## config.mk

```make
export PLATFORM = sky130hd
export DESIGN_NAME = dmem_bus_responder_flat
export DESIGN_NICKNAME = d
export VERILOG_FILES = /design/src/rtl/dmem_pkg.sv /design/src/rtl/dmem_bus_responder_if.sv /design/src/rtl/dmem_timeout_cnt.sv /design/src/rtl/dmem_bus_responder.sv /design/src/flat_wrapper.sv
export SDC_FILE = /design/constraint.sdc
export NUM_CORES = 1
export LEC_CHECK = 0
export BUFFER_PORTS_ARGS = -buffer_cell sky130_fd_sc_hd__buf_2
export CAP_MARGIN = 30
export CORE_UTILIZATION = 50
export DETAILED_ROUTE_END_ITERATION = 10
export GPL_ROUTABILITY_DRIVEN = 1
export HOLD_SLACK_MARGIN = 0.05
export PLACE_DENSITY = 0.85
export SYNTH_ARGS = -nofsm -noshare
export SYNTH_HDL_FRONTEND = slang
export SYNTH_SLANG_ARGS = --single-unit
```

## constraint.sdc

```tcl
create_clock -name clk -period 4.1 [get_ports clk]
set_clock_uncertainty 0.2 [all_clocks]
set_input_delay 0.205 -clock clk [delete_from_list [all_inputs] [get_ports clk]]
set_output_delay 0.205 -clock clk [all_outputs]
set_load 0.005 [all_outputs]
```

## src/rtl/dmem_pkg.sv

```systemverilog
// Shared encodings for the data-memory bus responder: FSM states, fault causes,
// default timeout and the request legality check.
package dmem_pkg;

  localparam int DATA_W          = 32;
  localparam int TIMEOUT_DEFAULT = 16;

  typedef enum logic [1:0] {
    IDLE  = 2'd0,
    BUS   = 2'd1,
    DONE  = 2'd2,
    DRAIN = 2'd3
  } state_e;

  typedef enum logic [2:0] {
    FAULT_NONE     = 3'd0,
    FAULT_ALIGN    = 3'd1,
    FAULT_CONFLICT = 3'd2,
    FAULT_ERR      = 3'd3,
    FAULT_TIMEOUT  = 3'd4
  } fault_e;

  // Classifies a request seen in IDLE; misalignment is reported ahead of a load/store conflict.
  function automatic fault_e req_fault(input logic [1:0] lsb, input logic ren, input logic wen);
    if (lsb != 2'b00)
      return FAULT_ALIGN;
    else if (ren && wen)
      return FAULT_CONFLICT;
    else
      return FAULT_NONE;
  endfunction

endpackage

```

## src/rtl/dmem_bus_responder_if.sv

```systemverilog
// Single-master word bus with cyc/stb/ack handshake between the responder
// (master) and the bus/SRAM bridge (slave).
interface dmem_bus_responder_if import dmem_pkg::*; #(
  parameter int ADDR_W = 32
);
  logic              bus_cyc;
  logic              bus_stb;
  logic              bus_we;
  logic [ADDR_W-1:0] bus_addr;
  logic [DATA_W-1:0] bus_dout;
  logic [DATA_W-1:0] bus_din;
  logic              bus_ack;
  logic              bus_err;

  modport master (
    output bus_cyc, bus_stb, bus_we, bus_addr, bus_dout,
    input  bus_din, bus_ack, bus_err
  );

  modport slave (
    input  bus_cyc, bus_stb, bus_we, bus_addr, bus_dout,
    output bus_din, bus_ack, bus_err
  );
endinterface

```

## src/rtl/dmem_timeout_cnt.sv

```systemverilog
// 8-bit clear/enable cycle counter; expired flags the last permitted bus cycle.
module dmem_timeout_cnt #(
  parameter int TIMEOUT = 16
) (
  input  logic clk,
  input  logic rst,
  input  logic clr,
  input  logic en,
  output logic expired
);
  logic [7:0] cnt;

  always_ff @(posedge clk) begin
    if (rst)
      cnt <= 8'd0;
    else if (clr)
      cnt <= 8'd0;
    else if (en)
      cnt <= cnt + 8'd1;
  end

  assign expired = (cnt == 8'(TIMEOUT - 1));

endmodule

```

## src/rtl/dmem_bus_responder.sv

```systemverilog
// MEM-stage data-memory responder: turns load/store requests into single word
// bus transfers, stalls the pipeline while they run and reports faults.
module dmem_bus_responder import dmem_pkg::*; #(
  parameter int TIMEOUT = TIMEOUT_DEFAULT,
  parameter int ADDR_W  = 32
) (
  input  logic              clk,
  input  logic              rst,
  input  logic              mem_valid,
  input  logic              mem_ren,
  input  logic              mem_wen,
  input  logic              flush,
  input  logic [ADDR_W-1:0] addr,
  input  logic [DATA_W-1:0] wdata,
  output logic [DATA_W-1:0] rdata,
  output logic              mem_stall,
  output logic              addr_fault,
  output logic              bus_fault,
  dmem_bus_responder_if.master bus
);

  state_e              state_q, state_d;
  fault_e              cause_q, req_cause;
  logic                flush_q;
  logic                we_q;
  logic [ADDR_W-1:0]   addr_q;
  logic [DATA_W-1:0]   wdata_q;
  logic [DATA_W-1:0]   rdata_q;
  logic                req, legal, expired, in_bus, finish;

  assign req       = mem_valid & (mem_ren | mem_wen) & ~flush;
  assign req_cause = req_fault(addr[1:0], mem_ren, mem_wen);
  assign legal     = req && (req_cause == FAULT_NONE);
  assign in_bus    = (state_q == BUS);
  assign finish    = bus.bus_ack | bus.bus_err | expired;

  dmem_timeout_cnt #(.TIMEOUT(TIMEOUT)) u_timeout (
    .clk     (clk),
    .rst     (rst),
    .clr     (!in_bus),
    .en      (in_bus),
    .expired (expired)
  );

  always_ff @(posedge clk) begin
    if (rst)
      state_q <= IDLE;
    else
      state_q <= state_d;
  end

  always_comb begin
    state_d    = state_q;
    mem_stall  = 1'b0;
    addr_fault = 1'b0;
    bus_fault  = 1'b0;
    rdata      = '0;
    case (state_q)
      IDLE: begin
        addr_fault = req && (req_cause != FAULT_NONE);
        if (legal) begin
          mem_stall = 1'b1;
          state_d   = BUS;
        end
      end
      BUS: begin
        mem_stall = 1'b1;
        if (finish)
          state_d = (flush || flush_q) ? DRAIN : DONE;
      end
      DONE: begin
        rdata     = rdata_q;
        bus_fault = (cause_q != FAULT_NONE);
        state_d   = IDLE;
      end
      DRAIN: state_d = IDLE;
      default: state_d = IDLE;
    endcase
    // Outputs read as zero for the whole reset cycle, whatever the MEM inputs show.
    if (rst) begin
      mem_stall  = 1'b0;
      addr_fault = 1'b0;
      bus_fault  = 1'b0;
      rdata      = '0;
    end
  end

  always_ff @(posedge clk) begin
    if (rst) begin
      flush_q <= 1'b0;
      cause_q <= FAULT_NONE;
      rdata_q <= '0;
    end else begin
      case (state_q)
        IDLE: begin
          flush_q <= 1'b0;
          cause_q <= FAULT_NONE;
        end
        BUS: begin
          if (flush)
            flush_q <= 1'b1;
          if (bus.bus_ack) begin
            rdata_q <= we_q ? '0 : bus.bus_din;
            cause_q <= FAULT_NONE;
          end else if (bus.bus_err) begin
            rdata_q <= '0;
            cause_q <= FAULT_ERR;
          end else if (expired) begin
            rdata_q <= '0;
            cause_q <= FAULT_TIMEOUT;
          end
        end
        default: ;
      endcase
    end
  end

  always_ff @(posedge clk) begin
    if (state_q == IDLE && legal) begin
      addr_q  <= {addr[ADDR_W-1:2], 2'b00};
      wdata_q <= wdata;
      we_q    <= mem_wen;
    end
  end

  // Bus outputs come straight from registers and are zero outside BUS.
  assign bus.bus_cyc  = in_bus;
  assign bus.bus_stb  = in_bus;
  assign bus.bus_we   = in_bus & we_q;
  assign bus.bus_addr = in_bus ? addr_q  : '0;
  assign bus.bus_dout = in_bus ? wdata_q : '0;

endmodule

```

## src/flat_wrapper.sv

```systemverilog
// flat-port wrapper written by rule: the top's interface ports become plain ports
module dmem_bus_responder_flat import dmem_pkg::*;
#(
  parameter int TIMEOUT = TIMEOUT_DEFAULT,
  parameter int ADDR_W  = 32
)
  (clk, rst, mem_valid, mem_ren, mem_wen, flush, addr, wdata, rdata, mem_stall, addr_fault, bus_fault, bus_bus_cyc, bus_bus_stb, bus_bus_we, bus_bus_addr, bus_bus_dout, bus_bus_din, bus_bus_ack, bus_bus_err);
  dmem_bus_responder_if #(.ADDR_W(ADDR_W)) bus_i ();
  input  logic clk;
  input  logic rst;
  input  logic mem_valid;
  input  logic mem_ren;
  input  logic mem_wen;
  input  logic flush;
  input  logic [ADDR_W-1:0] addr;
  input  logic [DATA_W-1:0] wdata;
  output logic [DATA_W-1:0] rdata;
  output logic mem_stall;
  output logic addr_fault;
  output logic bus_fault;
  output wire logic [$bits(bus_i.bus_cyc)-1:0] bus_bus_cyc;
  output wire logic [$bits(bus_i.bus_stb)-1:0] bus_bus_stb;
  output wire logic [$bits(bus_i.bus_we)-1:0] bus_bus_we;
  output wire logic [$bits(bus_i.bus_addr)-1:0] bus_bus_addr;
  output wire logic [$bits(bus_i.bus_dout)-1:0] bus_bus_dout;
  input wire logic [$bits(bus_i.bus_din)-1:0] bus_bus_din;
  input wire logic [$bits(bus_i.bus_ack)-1:0] bus_bus_ack;
  input wire logic [$bits(bus_i.bus_err)-1:0] bus_bus_err;
  assign bus_bus_cyc = bus_i.bus_cyc;
  assign bus_bus_stb = bus_i.bus_stb;
  assign bus_bus_we = bus_i.bus_we;
  assign bus_bus_addr = bus_i.bus_addr;
  assign bus_bus_dout = bus_i.bus_dout;
  assign bus_i.bus_din = bus_bus_din;
  assign bus_i.bus_ack = bus_bus_ack;
  assign bus_i.bus_err = bus_bus_err;
  dmem_bus_responder #(.TIMEOUT(TIMEOUT), .ADDR_W(ADDR_W)) u_core (.clk(clk), .rst(rst), .mem_valid(mem_valid), .mem_ren(mem_ren), .mem_wen(mem_wen), .flush(flush), .addr(addr), .wdata(wdata), .rdata(rdata), .mem_stall(mem_stall), .addr_fault(addr_fault), .bus_fault(bus_fault), .bus(bus_i));
endmodule
```

[Word-level counts from Yosys, hierarchy flattened]
Index checks and enable logic that the tools add are counted.
Word-level totals
  bits in read-only memories: 0
  memory bits (writable): 0
  register bits: 109
  output and inout bits: 102
  memories kept: 0
  input bits: 104
  logic and storage cells: 70
  latch bits: 0
Cells by class
  eq/ne operators: 8
  multipliers: 0
  bitwise gates (word level): 8
  order comparisons: 0
  muxes and demuxes: 27
  shift-type cells: 0
  divide/modulo/power cells: 0
  reductions and logical operators: 18
  add/sub/neg operators: 1
Operator list (number)
  32-bit two-way mux: 8
  3-bit two-way mux: 4
  3-bit nonzero test: 3
  8-bit by 1-bit adder with 8-bit output, second input constant: 1
  8-bit by 4-bit equality test with 1-bit output, second input constant: 1
  1-bit two-way mux: 8
  2-bit AND reduction: 4
  2-bit two-way mux: 3
  2-bit one-hot mux with 3 select lines: 1
  3-bit one-hot mux with 2 select lines: 1
  2-bit equality test, second input constant: 2
  1-bit logical AND: 4
  2-bit != test, second input constant: 2
  4-bit by 3-bit != test with 1-bit output, second input constant: 1
  1-bit one-hot mux with 2 select lines: 2
  2-bit nonzero test: 2
  2-bit OR reduction: 2
  1-bit AND: 3
  3-bit zero test: 1
  1-bit bitwise OR: 3
  2-bit by 1-bit equality test with 1-bit output, second input constant: 1
  2-bit zero test: 1
  2-bit by 1-bit != test with 1-bit output, second input constant: 1
  1-bit inverter: 2
  1-bit logical OR: 1

[Logic depth before layout (Yosys ltp)]
Gate-level depths: netlist of run 1.
  word-level depth: 8
  depth in mapped cells: 6
  gate-level depth less buffers: 4

[Cells and area by module]
Synthesis of run 1 repeated with hierarchy kept, for this count alone.
Second synthesis, totals
  cells, all modules: 395
  area total of the unflattened synthesis: 4514.3 um^2
By module, submodules not included
  dmem_bus_responder: seq. area each 2632.5 um^2, instances 1, cells each 355, area an instance 4156.5 um^2
  dmem_timeout_cnt: seq. area each 160.2 um^2, instances 1, cells each 40, area an instance 357.8 um^2

[Least setup slack after synthesis of run 1]
OpenSTA, ideal clock, no wires.
  path type: flip-flop to output port
  start: register u_core.state_q[1]
  end: output mem_stall
  path buffers: 1
  slack: 1.303 ns
  data required time: 3.695 ns
  arrival: 2.392 ns
  cell stages (with the launch flop): 6
  path through: dfxtp_1 > buf_2 > nor4b_1 > o211ai_1 > inv_1 > o21a_1
On the way
  word-level cells in the longest chain between the ends: 3
  elaborated cells on any way between the ends: 4
  classes of those cells: eq/ne (1); mux (2); reduce/logical (1)
RTL lines
  from (decl): RTL line dmem_bus_responder.sv:22  | state_e state_q, state_d;
  from (signal assigned): RTL line dmem_bus_responder.sv:49  | state_q <= state_d;
  2-bit by 1-bit equality test with 1-bit output / 2-bit zero test (equally long branches): RTL line dmem_bus_responder.sv:58  | case (state_q)
  1-bit one-hot mux with 2 select lines (*): RTL line dmem_bus_responder.sv:58
  1-bit two-way mux (*): RTL line dmem_bus_responder.sv:80  | if (rst) begin
  to (decl): RTL line flat_wrapper.sv:18  | output logic mem_stall;
Every way passes the cells marked *; elsewhere a longest branch is shown, timed or not.

[Worst setup path in the final report of run 1]
  start: input mem_wen
  end: output mem_stall
On the way
  word-level cells in the longest chain between the ends: 8
  elaborated cells on any way between the ends: 11
  classes of those cells: mux (5); bitwise (3); reduce/logical (3)
RTL lines
  from (decl): RTL line flat_wrapper.sv:13  | input logic mem_wen;
  1-bit logical AND: RTL line dmem_pkg.sv:27  | else if (ren && wen)
  2-bit two-way mux: RTL line dmem_pkg.sv:27
  3-bit two-way mux: RTL line dmem_pkg.sv:25  | if (lsb != 2'b00)
  3-bit zero test: RTL line dmem_bus_responder.sv:33  | assign legal = req && (req_cause == FAULT_NONE);
  1-bit logical AND (*): RTL line dmem_bus_responder.sv:33
  1-bit two-way mux (*): RTL line dmem_bus_responder.sv:61  | if (legal) begin
  1-bit one-hot mux with 2 select lines (*): RTL line dmem_bus_responder.sv:58
  1-bit two-way mux (*): RTL line dmem_bus_responder.sv:80
Marked as above.

==> impl_results.rst, run 1 <==
.. list-table::
   :header-rows: 1

   * - Metric
     - Value
   * - Result of the run
     - finished, final reports clean
   * - Gate count after technology mapping
     - 389
   * - Max_cap viols
     - 0
   * - Fraction of layout instances using a drive strength above 1
     - 33.5%
   * - Worst hold slack after final layout
     - 0.0726 ns
   * - Fraction of the yosys area taken by sequential cells
     - 62.4%
   * - Area of the die
     - 9340 sq um
   * - Final sum of negative setup slack
     - 0 ns
   * - Required time at the endpoint of the critical path
     - 3.69 ns
   * - Crit path DAT
     - 2.84 ns
   * - Endpoint of the worst hold path
     - u_core.state_q[0]$_SDFFE_PP0P_
   * - Ys async rst share
     - 0%
   * - Main flop type after synthesis
     - sky130_fd_sc_hd__edfxtp_1
   * - WL final
     - 13100 microns
   * - WS Path Type
     - primary input to output port
   * - Detailed placement HPWL
     - 7570 microns
   * - Overall fraction of global-route tracks in use
     - 27.8%
   * - Post-layout min period
     - 3.24 ns
   * - Starting utilization of the core area
     - 51.6%
   * - Most area-hungry cell type in the Yosys netlist
     - sky130_fd_sc_hd__edfxtp_1
   * - Most frequent cells after synthesis
     - sky130_fd_sc_hd__and2_1, sky130_fd_sc_hd__edfxtp_1, sky130_fd_sc_hd__dfxtp_1
   * - Final weighted congestion in routability-driven placement
     - 0.785
   * - Number of antenna diodes
     - 0
   * - Aggregate global routing overflow
     - 0
   * - Element type at the critical path start
     - primary input
   * - Routed wire length per instance
     - 16.6 microns
   * - Register-to-register setup slack
     - 1.61 ns
   * - Final std cell area, no fill
     - 6720 sq um
   * - Hold_sp
     - mem_ren
   * - Max-slew violation count
     - 0
   * - Clock transition at the register clock pins on the worst setup and hold paths after CTS
     - 0.09 ns
   * - Maximum number of pins on one net before global-route repair
     - 50
   * - # placed instances
     - 674
   * - Power per cell area
     - 296 nW/um^2
   * - Core Footprint
     - 8680 sq um
   * - Number of optimization iterations in the first detailed-route pass
     - 5
   * - Postcts setup bufs
     - 0
   * - Cell area after synthesis
     - 4480 sq um
   * - Relative slew slack
     - 43.2%
   * - Number of enable flip-flop cells after synthesis
     - 63
   * - Setup Slack @ Placement
     - 1.61 ns
   * - Number of warnings printed during yosys synthesis
     - 0
   * - Final Hold Viols
     - 0
   * - Depth of the worst hold-timing path
     - 3
   * - Initial antenna violation count
     - 0
   * - #FFs+latches synth
     - 108
   * - Total number of placement rows
     - 34
   * - First-pass GRT wire length
     - 20500 microns
   * - Cell leakage power
     - 2.85 nW
   * - TritonCTS clock tree
     - yes
   * - Via count of the routed design
     - 4125
   * - IO Port Bufs
     - 203
   * - Placement Cell Area
     - 5530 sq um
   * - Final Setup Violations
     - 0
   * - Horizontal die dimension
     - 96.6 microns
   * - Share of the cycle needed by the critical path after routing
     - 79.0%
   * - Most common cell in the synthesized netlist
     - sky130_fd_sc_hd__and2_1
   * - Reg-to-Reg End
     - u_core.addr_q[7]$_DFFE_PP_
   * - Number of buffers on the longest clock path
     - 2
   * - H-tree level count
     - 3
   * - Actual slew at the worst max-slew pin
     - 0.849 ns
   * - Number of remaining DRC errors
     - 0
   * - Post-route setup slack
     - 0.859 ns
   * - ANT nets after route
     - 0
   * - Peak Freq
     - 309 MHz
   * - Number of sinks handled by clock tree synthesis
     - 108
   * - Syn Area/Cell
     - 11.5 sq um
   * - RSZ-0062 raised after global routing
     - no
   * - Classification of the worst-slack hold path
     - primary input to flop
   * - Vias in the first global route
     - 4236
   * - # IOs
     - 206
   * - Height of the chip
     - 96.6 microns
   * - Non-filler cells, final
     - 789
   * - Post-DR vias/cell
     - 5.23
   * - Worst-skew pair later-pin latency
     - 0.34 ns
   * - Number of clock buffers inserted by TritonCTS
     - 9
   * - Master cell of the clock root buffer
     - sky130_fd_sc_hd__clkbuf_8
   * - Worst vdd rail ir drop
     - 0.226 mV
   * - Initial drt markers
     - 178
   * - Kind of end point of the critical path
     - output port
   * - Synthesis-to-finish area growth
     - 50.1%
   * - Top area cells in the synthesized netlist
     - sky130_fd_sc_hd__edfxtp_1, sky130_fd_sc_hd__dfxtp_1, sky130_fd_sc_hd__and2_1, sky130_fd_sc_hd__a311oi_1, sky130_fd_sc_hd__a21oi_1
   * - Critical Path Fanout Max
     - 34
   * - Reg2Reg Launch Point
     - u_core.state_q[1]$_SDFFE_PP0P_
   * - Number of distinct library cells after synthesis
     - 35
   * - Layout Nets
     - 782
   * - Depth of the worst register-to-register path
     - 4
   * - Area fraction of the dominant cell type after synthesis
     - 42.3%
## critical path, cell delays in order
cell and delay [ns]:
sky130_fd_sc_hd__dlygate4sd3_1 0.55, sky130_fd_sc_hd__buf_2 0.16, sky130_fd_sc_hd__a211oi_1 0.31, sky130_fd_sc_hd__dlygate4sd3_1 0.60, sky130_fd_sc_hd__o211ai_1 0.12, sky130_fd_sc_hd__inv_2 0.56, sky130_fd_sc_hd__o21a_1 0.19, sky130_fd_sc_hd__buf_2 0.13
## per-layer routing
metal	part of all wire (%)	vias up	GRT usage, %
met5	0	-	0
met3	5.0	46	4.05
li1	-	1951	-
met4	4.1	0	13.0
met2	55	194	52.8
met1	36	1934	30.0
## worst max-delay path by stage
stage                                              start                           end  cells after the start
final                                            mem_wen                     mem_stall                      8
after floorplan           u_core.state_q[1]$_SDFFE_PP0P_                     mem_stall                      5
after global placement    u_core.state_q[1]$_SDFFE_PP0P_  u_core.wdata_q[26]$_DFFE_PP_                      4
after CTS                                        mem_wen                     mem_stall                      8
after detailed placement  u_core.state_q[1]$_SDFFE_PP0P_   u_core.addr_q[23]$_DFFE_PP_                      4
after global routing                             mem_wen                     mem_stall                      8
## logic make-up (layout without fill, tap and decap cells)
family,count (synthesis),after routing,share of synthesized area (%)
AND/OR/NAND/NOR,154,154,19.5
flip-flops,108,108,62.4
AO/OA/AOI/OAI,85,85,12.9
buffers and inverters,37,328,4.30
XOR/XNOR,3,3,0.587
adder cells (fa/ha/maj),1,1,0.279
other,1,2,0.0838
## sequential cells by signal, indices dropped and copies added, names as in the netlist
name,count
u_core.addr_q,30
u_core.cause_q,2
u_core.flush_q,1
u_core.rdata_q,32
u_core.state_q,2
u_core.u_timeout.cnt,8
u_core.wdata_q,32
u_core.we_q,1
## repair_timing
item	CTS	global route
resized for setup	0	0
hold buffers	100	0
endpoints found under the hold margin	98	0
## placed cells by master, fill, tap and decap left out, types with 3 or more instances in the layout
| cell type | instances |
|---|---|
| sky130_fd_sc_hd__buf_4 | 5 |
| sky130_fd_sc_hd__a311oi_1 | 32 |
| sky130_fd_sc_hd__nand2_1 | 35 |
| sky130_fd_sc_hd__clkbuf_8 | 9 |
| sky130_fd_sc_hd__and2_1 | 95 |
| sky130_fd_sc_hd__inv_1 | 3 |
| sky130_fd_sc_hd__o21ai_0 | 6 |
| sky130_fd_sc_hd__buf_2 | 203 |
| sky130_fd_sc_hd__dlygate4sd3_1 | 100 |
| sky130_fd_sc_hd__nor2_1 | 8 |
| sky130_fd_sc_hd__a21oi_1 | 38 |
| sky130_fd_sc_hd__edfxtp_1 | 63 |
| sky130_fd_sc_hd__dfxtp_1 | 45 |
## area by class of cell
class	instances	area, sq um
flip-flops and latches	108	2790
repair buffers	309	2080
fillers	528	1960
multi-input cells	245	1510
well taps	108	135
clock buffers	9	124
clock inverters	6	62.6
inverters	4	15.0
## power breakdown
| group | internal [mW] | leakage [nW] | switching, mW |
|---|---|---|---|
| sequential | 1.16 | 0.932 | 0.00499 |
| combinational | 0.112 | 1.83 | 0.0728 |
| clock | 0.280 | 0.0912 | 0.354 |
## metrics by stage
step	utilization (%)	total power, mW
after floorplan	-	1.23
after global placement	63.4	1.29
after detailed placement	63.7	1.29
after CTS	77.4	1.98
after global routing	77.4	2.05
final	77.4	1.99
Power figures use the tool's default switching activity.
==> inputs of run 2 (changes only) <==
Settings changed: ABC_AREA from default to 1, CORE_UTILIZATION 50 to 43, PLACE_DENSITY 0.85 to 0.77.
Clock period 4.1 ns to 2.9 ns, I/O delays scaled along.
==> run 2 against run 1 <==
Critical path depth unchanged. First-iteration DRC count grew 25%. Power grew 46%. Critical endpoint is now u_core.rdata_q[17]$_SDFFE_PP0P_. Worst setup slack worse by 0.72 ns. Largest cell class unchanged. Clock power increased by 50%. Sequential share of layout area decreased by 2.7 points. Die area up 22%. Cell count is 29% higher. Combinational power up 65%.
==> impl_results.rst, run 2 <==
.. list-table::
   :header-rows: 1

   * - Metric
     - Value
   * - Result of the run
     - finished, final reports clean
   * - Endpoint of the worst hold path
     - u_core.state_q[0]$_SDFFE_PP0P_
   * - Max-slew violation count
     - 0
   * - Synthesis-to-finish area growth
     - 52.7%
   * - Share of the cycle needed by the critical path after routing
     - 95.2%
   * - Final Hold Viols
     - 0
   * - Number of antenna diodes
     - 0
   * - Element type at the critical path start
     - flop
   * - Critical Path Fanout Max
     - 34
   * - Number of distinct library cells after synthesis
     - 24
   * - Post-DR vias/cell
     - 4.68
   * - Master cell of the clock root buffer
     - sky130_fd_sc_hd__clkbuf_8
   * - Resized Gates After CTS
     - 0
   * - Most frequent cells after synthesis
     - sky130_fd_sc_hd__nor2_1, sky130_fd_sc_hd__inv_1, sky130_fd_sc_hd__nand2_1
   * - Core Footprint
     - 10500 sq um
   * - Aggregate global routing overflow
     - 0
   * - Delay of the slowest critical-path stage
     - 0.61 ns
   * - Main flop type after synthesis
     - sky130_fd_sc_hd__edfxtp_1
   * - Number of warnings printed during yosys synthesis
     - 0
   * - Starting utilization of the core area
     - 44.9%
   * - Layout Nets
     - 978
   * - Met2 capacity usage during global routing
     - 47.0%
   * - TritonCTS clock tree
     - yes
   * - Slowest library cell on the worst path
     - sky130_fd_sc_hd__dlygate4sd3_1
   * - Routing usage on met3
     - 5.78%
   * - Initial antenna violation count
     - 0
   * - H-tree level count
     - 3
   * - Gate count after technology mapping
     - 564
   * - Most common cell after layout, fill and taps aside
     - sky130_fd_sc_hd__buf_2
   * - WS Path Type
     - flop to flop
   * - Reg2Reg Launch Point
     - u_core.u_timeout.cnt[0]$_SDFF_PP0_
   * - Horizontal die dimension
     - 107 microns
   * - Worst vdd rail ir drop
     - 0.207 mV
   * - Commonest cells after routing, fill and taps aside
     - sky130_fd_sc_hd__buf_2, sky130_fd_sc_hd__nor2_1, sky130_fd_sc_hd__dlygate4sd3_1
   * - Most common cell in the synthesized netlist
     - sky130_fd_sc_hd__nor2_1
   * - Reg-to-Reg End
     - u_core.rdata_q[17]$_SDFFE_PP0P_
   * - Number of clock buffers inserted by TritonCTS
     - 9
   * - Total number of placement rows
     - 37
   * - Vias in the first global route
     - 4658
   * - Fraction of layout instances using a drive strength above 1
     - 26.5%
   * - Overall fraction of global-route tracks in use
     - 24.4%
   * - Final weighted congestion in routability-driven placement
     - 0.765
   * - Cell-by-cell trace of the critical path
     - ha_1 > nand3_2 > o21bai_4 > buf_4 > nand3_1 > nand2_1 > nor2_1 > dlygate4sd3_1
   * - Post-layout min period
     - 2.76 ns
   * - #FFs+latches synth
     - 108
   * - Power per cell area
     - 405 nW/um^2
   * - Via count of the routed design
     - 4747
   * - Depth of the worst register-to-register path
     - 8
   * - Peak Freq
     - 362 MHz
   * - Number of remaining DRC errors
     - 0
   * - Final Setup Violations
     - 0
   * - ANT nets after route
     - 0
   * - Hold_sp
     - addr[0]
   * - Area fraction of the dominant cell type after synthesis
     - 40.2%
   * - Fillers
     - 757
   * - Depth of the worst hold-timing path
     - 6
   * - Detailed placement HPWL
     - 7940 microns
   * - Register-to-register setup slack
     - 0.14 ns
   * - Clock transition at the register clock pins on the worst setup and hold paths after CTS
     - 0.11 ns
   * - Cell area after synthesis
     - 4700 sq um
   * - Number of optimization iterations in the first detailed-route pass
     - 6
   * - IO Port Bufs
     - 203
   * - Required time at the endpoint of the critical path
     - 2.96 ns
   * - Power, Total
     - 2.91 mW
   * - Syn Area/Cell
     - 8.34 sq um
   * - Maximum number of pins on one net before global-route repair
     - 64
   * - Routed wire length per instance
     - 13.9 microns
   * - Number of buffers on the longest clock path
     - 2
   * - Initial drt markers
     - 223
   * - Number of enable flip-flop cells after synthesis
     - 63
   * - Cell leakage power
     - 3.56 nW
   * - Actual slew at the worst max-slew pin
     - 0.609 ns
   * - Kind of end point of the critical path
     - flop
   * - Crit path DAT
     - 2.82 ns
   * - Classification of the worst-slack hold path
     - primary input to flop
   * - Met1 track demand over resource in global routing
     - 25.4%
   * - Relative slew slack
     - 59.4%
   * - Regs by FF count
     - u_core.rdata_q: 32 flops, u_core.wdata_q: 32 flops, u_core.addr_q: 30 flops
   * - RSZ-0062 raised after global routing
     - no
   * - Area of the die
     - 11400 sq um
   * - # IOs
     - 206
   * - Number of sinks handled by clock tree synthesis
     - 108
   * - Worst hold slack after final layout
     - 0.0653 ns
   * - Top area cells in the synthesized netlist
     - sky130_fd_sc_hd__edfxtp_1, sky130_fd_sc_hd__dfxtp_1, sky130_fd_sc_hd__nor2_1, sky130_fd_sc_hd__inv_1, sky130_fd_sc_hd__nand2_1
   * - Ys async rst share
     - 0%
   * - Max_cap viols
     - 0
   * - WL final
     - 14100 microns
   * - Worst-skew pair later-pin latency
     - 0.37 ns
   * - First-pass GRT wire length
     - 21600 microns
   * - Fraction of the yosys area taken by sequential cells
     - 59.4%
   * - Final sum of negative setup slack
     - 0 ns
   * - Height of the chip
     - 107 microns
   * - Most congested layer reported by global routing
     - met2
   * - Most area-hungry cell type in the Yosys netlist
     - sky130_fd_sc_hd__edfxtp_1
==> run 2: cell types whose count changed in the layout (fill, tap and decap cells not counted), sizes merged, moves of 4 or more <==
cell         before  now
a21oi            38   18
and2             95    0
a311oi           32    0
dlygate4sd3     100  120
nand2            35   99
nand3             2   37
nor2              8  148
o21ai             7    3
inv               6  109
==> run 2: repair_timing <==
action,CTS,global route
hold buffers,120,0
hold endpoints to repair,100,0
setup buffers,0,0
==> run 2: area by class of cell <==
cell class                 instances  area, sq um  area share (%)
sequential                       108         2790            38.9
timing repair buffer             329         2270            31.7
clock buffer                       9          124            1.72
clock inverter                     7         85.1            1.18
tap                              136          170            2.37
multi-input combinational        318         1330            18.6
inverter                         107          402            5.59
==> run 2: how the worst max path moves through the flow <==
| stage | endpoint | start | cells after the start |
|---|---|---|---|
| 3_3_place_gp | bus_fault | rst | 6 |
| 4_1_cts | u_core.cause_q[1]$_SDFFE_PP0P_ | u_core.state_q[1]$_SDFFE_PP0P_ | 8 |
| 6_report | u_core.rdata_q[17]$_SDFFE_PP0P_ | u_core.u_timeout.cnt[0]$_SDFF_PP0_ | 8 |
| 5_1_grt | u_core.rdata_q[17]$_SDFFE_PP0P_ | u_core.u_timeout.cnt[0]$_SDFF_PP0_ | 8 |
| 2_1_floorplan | u_core.addr_q[10]$_DFFE_PP_ | u_core.state_q[1]$_SDFFE_PP0P_ | 3 |
| 3_5_place_dp | bus_fault | rst | 6 |
==> run 2: stage by stage <==
step / util, % / worst slack, ns / instances / area (sq um)
2_1_floorplan: - / 0.515 / 565 / 4710
3_3_place_gp: 55.2 / 0.855 / 878 / 5770
3_5_place_dp: 55.2 / 0.814 / 878 / 5770
4_1_cts: 68.6 / 0.250 / 1014 / 7180
5_1_grt: 68.6 / 0.0564 / 1014 / 7180
6_report: 68.6 / 0.140 / 1014 / 7180
==> run 2: cells by family after synthesis <==
group | count (synthesis) | synth area share [%]
xor+xnor | 4 | 0.745
buf+inv | 139 | 12.6
flops | 108 | 59.4
fa+ha+maj | 1 | 0.266
compound gates | 23 | 2.61
simple gates | 288 | 24.3
other cells | 1 | 0.0798
==> run 2: power by group <==
group	leakage, nW	switching (mW)	total (mW)	internal, mW
Clock	0.0991	0.542	0.954	0.412
Combinational	2.53	0.130	0.306	0.176
Sequential	0.933	0.00756	1.65	1.64
==> run 2: layer usage <==
metal | part of all wire, % | vias up
li1 | - | 2309
met4 | 2.0 | 0
met5 | 0 | -
met3 | 7.2 | 26
met1 | 38 | 2192
met2 | 53 | 220
==> run 2: worst max-delay path, delay by kind of cell (launching register included) <==
kind	cells	cell delay, ns
flops	1	0.38
simple gates	4	0.46
fa+ha+maj	1	0.22
buf+inv	2	1.01
compound gates	1	0.38
==> inputs of run 3 (changes only) <==
Settings changed: BUFFER_PORTS_ARGS -buffer_cell sky130_fd_sc_hd__buf_2 to -buffer_cell sky130_fd_sc_hd__clkbuf_2.
==> run 3 against run 2 <==
Clock power shrank 0.8%. Critical path depth is the same. Largest cell class unchanged. Utilization up 1.3 points. First-iteration DRC count increased by 48%. Hold slack better by 0.21 ns. Global-route usage fell by 0.61 points. Wire length decreased by 4.0%. Combinational power rose by 5%. Register-to-register slack improved by 0.17 ns. Critical path type unchanged. Flip-flop and latch count unchanged. Count of clock-buffer cells in the layout unchanged.
==> impl_results.rst, run 3 (same netlist as run 2, synthesis figures left out) <==
.. list-table::
   :header-rows: 1

   * - Metric
     - Value
   * - Clock transition at the register clock pins on the worst setup and hold paths after CTS
     - 0.10 ns
   * - Aggregate global routing overflow
     - 0
   * - Vias in the first global route
     - 4573
   * - Peak Freq
     - 386 MHz
   * - Final Hold Viols
     - 0
   * - Worst vdd rail ir drop
     - 0.228 mV
   * - Height of the chip
     - 107 microns
   * - Required time at the endpoint of the critical path
     - 2.96 ns
   * - IO Port Bufs
     - 203
   * - Element type at the critical path start
     - flop
   * - Commonest cells after routing, fill and taps aside
     - sky130_fd_sc_hd__clkbuf_2, sky130_fd_sc_hd__nor2_1, sky130_fd_sc_hd__dlygate4sd3_1
   * - Area of the die
     - 11400 sq um
   * - ANT nets after route
     - 0
   * - Resized Gates After CTS
     - 0
   * - Kind of end point of the critical path
     - flop
   * - Via count of the routed design
     - 4775
   * - Core occupancy in the finished layout
     - 69.9%
   * - Overall fraction of global-route tracks in use
     - 23.8%
   * - Routed wire length per instance
     - 13.2 microns
   * - RSZ-0062 raised after global routing
     - no
   * - First-pass GRT wire length
     - 21200 microns
   * - Post-layout min period
     - 2.59 ns
   * - Post-route setup slack
     - 0.310 ns
   * - Fillers
     - 751
   * - Crit path DAT
     - 2.65 ns
   * - Cell leakage power
     - 3.56 nW
   * - WS Path Type
     - flop to flop
   * - H-tree level count
     - 3
   * - Initial drt markers
     - 331
   * - Number of clock buffers inserted by TritonCTS
     - 9
   * - Number of buffers on the longest clock path
     - 2
   * - Max-slew violation count
     - 0
   * - Number of antenna diodes
     - 0
   * - Final weighted congestion in routability-driven placement
     - 0.762
   * - Fraction of layout instances using a drive strength above 1
     - 26.3%
   * - TritonCTS clock tree
     - yes
   * - Core Footprint
     - 10500 sq um
   * - Post-DR vias/cell
     - 4.65
   * - Total number of placement rows
     - 37
   * - Synthesis-to-finish area growth
     - 55.6%
   * - Final sum of negative setup slack
     - 0 ns
   * - Number of optimization iterations in the first detailed-route pass
     - 5
   * - Most common cell after layout, fill and taps aside
     - sky130_fd_sc_hd__clkbuf_2
   * - Setup Slack @ Placement
     - 0.747 ns
   * - Initial antenna violation count
     - 0
   * - WL final
     - 13600 microns
   * - Critical Path Fanout Max
     - 45
   * - Final Setup Violations
     - 0
   * - Number of remaining DRC errors
     - 0
   * - Final std cell area, no fill
     - 7320 sq um
   * - Placement Cell Area
     - 5770 sq um
   * - # IOs
     - 206
   * - Actual slew at the worst max-slew pin
     - 0.663 ns
   * - Layout Nets
     - 990
   * - Number of sinks handled by clock tree synthesis
     - 108
   * - Power per cell area
     - 399 nW/um^2
   * - Horizontal die dimension
     - 107 microns
   * - Relative slew slack
     - 55.8%
   * - Maximum number of pins on one net before global-route repair
     - 67
   * - Power, Total
     - 2.92 mW
   * - Starting utilization of the core area
     - 44.9%
   * - Regs by FF count
     - u_core.rdata_q: 32 flops, u_core.wdata_q: 32 flops, u_core.addr_q: 30 flops
   * - Detailed placement HPWL
     - 7870 microns
   * - Share of the cycle needed by the critical path after routing
     - 89.3%
   * - Result of the run
     - finished, final reports clean
   * - Max_cap viols
     - 0
   * - Master cell of the clock root buffer
     - sky130_fd_sc_hd__clkbuf_8
   * - Worst-skew pair later-pin latency
     - 0.37 ns
   * - Classification of the worst-slack hold path
     - flop to flop
[run 3: final cells by class]
type / instances / area, sq um / share of cell area [%]
clock buffers: 9 / 124 / 1.69
clock inverters: 7 / 83.8 / 1.15
inverters: 107 / 402 / 5.49
multi-input cells: 318 / 1330 / 18.2
flip-flops and latches: 108 / 2790 / 38.2
well taps: 136 / 170 / 2.33
repair buffers: 341 / 2410 / 33.0
[run 3: per-stage QoR]
step,hold slack [ns],instances
global placement,0.123,878
detailed placement,0.124,878
floorplan,0.0439,565
global route,0.276,1026
CTS,0.265,1025
finish,0.273,1026
[run 3: power breakdown]
group          switching [mW]  internal, mW
Sequential            0.00743          1.64
Combinational           0.134         0.188
Clock                   0.533         0.413
Total                   0.675          2.24
[run 3: path summary, 6_finish.rpt]
check | depth (start not counted) | start | slack, ns | end
min | 1 | u_core.u_timeout.cnt[0]$_SDFF_PP0_ | 0.27 | u_core.u_timeout.cnt[0]$_SDFF_PP0_
min reg2reg | 1 | u_core.u_timeout.cnt[0]$_SDFF_PP0_ | 0.27 | u_core.u_timeout.cnt[0]$_SDFF_PP0_
max | 8 | u_core.u_timeout.cnt[0]$_SDFF_PP0_ | 0.31 | u_core.rdata_q[17]$_SDFFE_PP0P_
max reg2reg | 8 | u_core.u_timeout.cnt[0]$_SDFF_PP0_ | 0.31 | u_core.rdata_q[17]$_SDFFE_PP0P_
[run 3: per-layer routing]
metal | up-vias | track usage [%] | part of all wire, %
met4 | 0 | 8.90 | 1.7
met2 | 255 | 42.5 | 50
met3 | 21 | 4.07 | 8.0
met5 | - | 0 | 0
li1 | 2334 | - | -
met1 | 2165 | 28.6 | 40
[run 3: repair_timing]
action / CTS / global route
hold endpoints to repair: 100 / 0
hold buffers: 131 / 0
setup endpoints to repair: 0 / 0
setup buffers: 0 / 0
[run 3: critical path, stage by stage (launching register included)]
cell	delay (ns)
sky130_fd_sc_hd__dfxtp_1	0.38
sky130_fd_sc_hd__ha_1	0.22
sky130_fd_sc_hd__nand3_2	0.16
sky130_fd_sc_hd__o21bai_4	0.19
sky130_fd_sc_hd__buf_4	0.41
sky130_fd_sc_hd__nand3_1	0.17
sky130_fd_sc_hd__nand2_1	0.13
sky130_fd_sc_hd__nor2_1	0.05
sky130_fd_sc_hd__dlygate4sd3_1	0.56
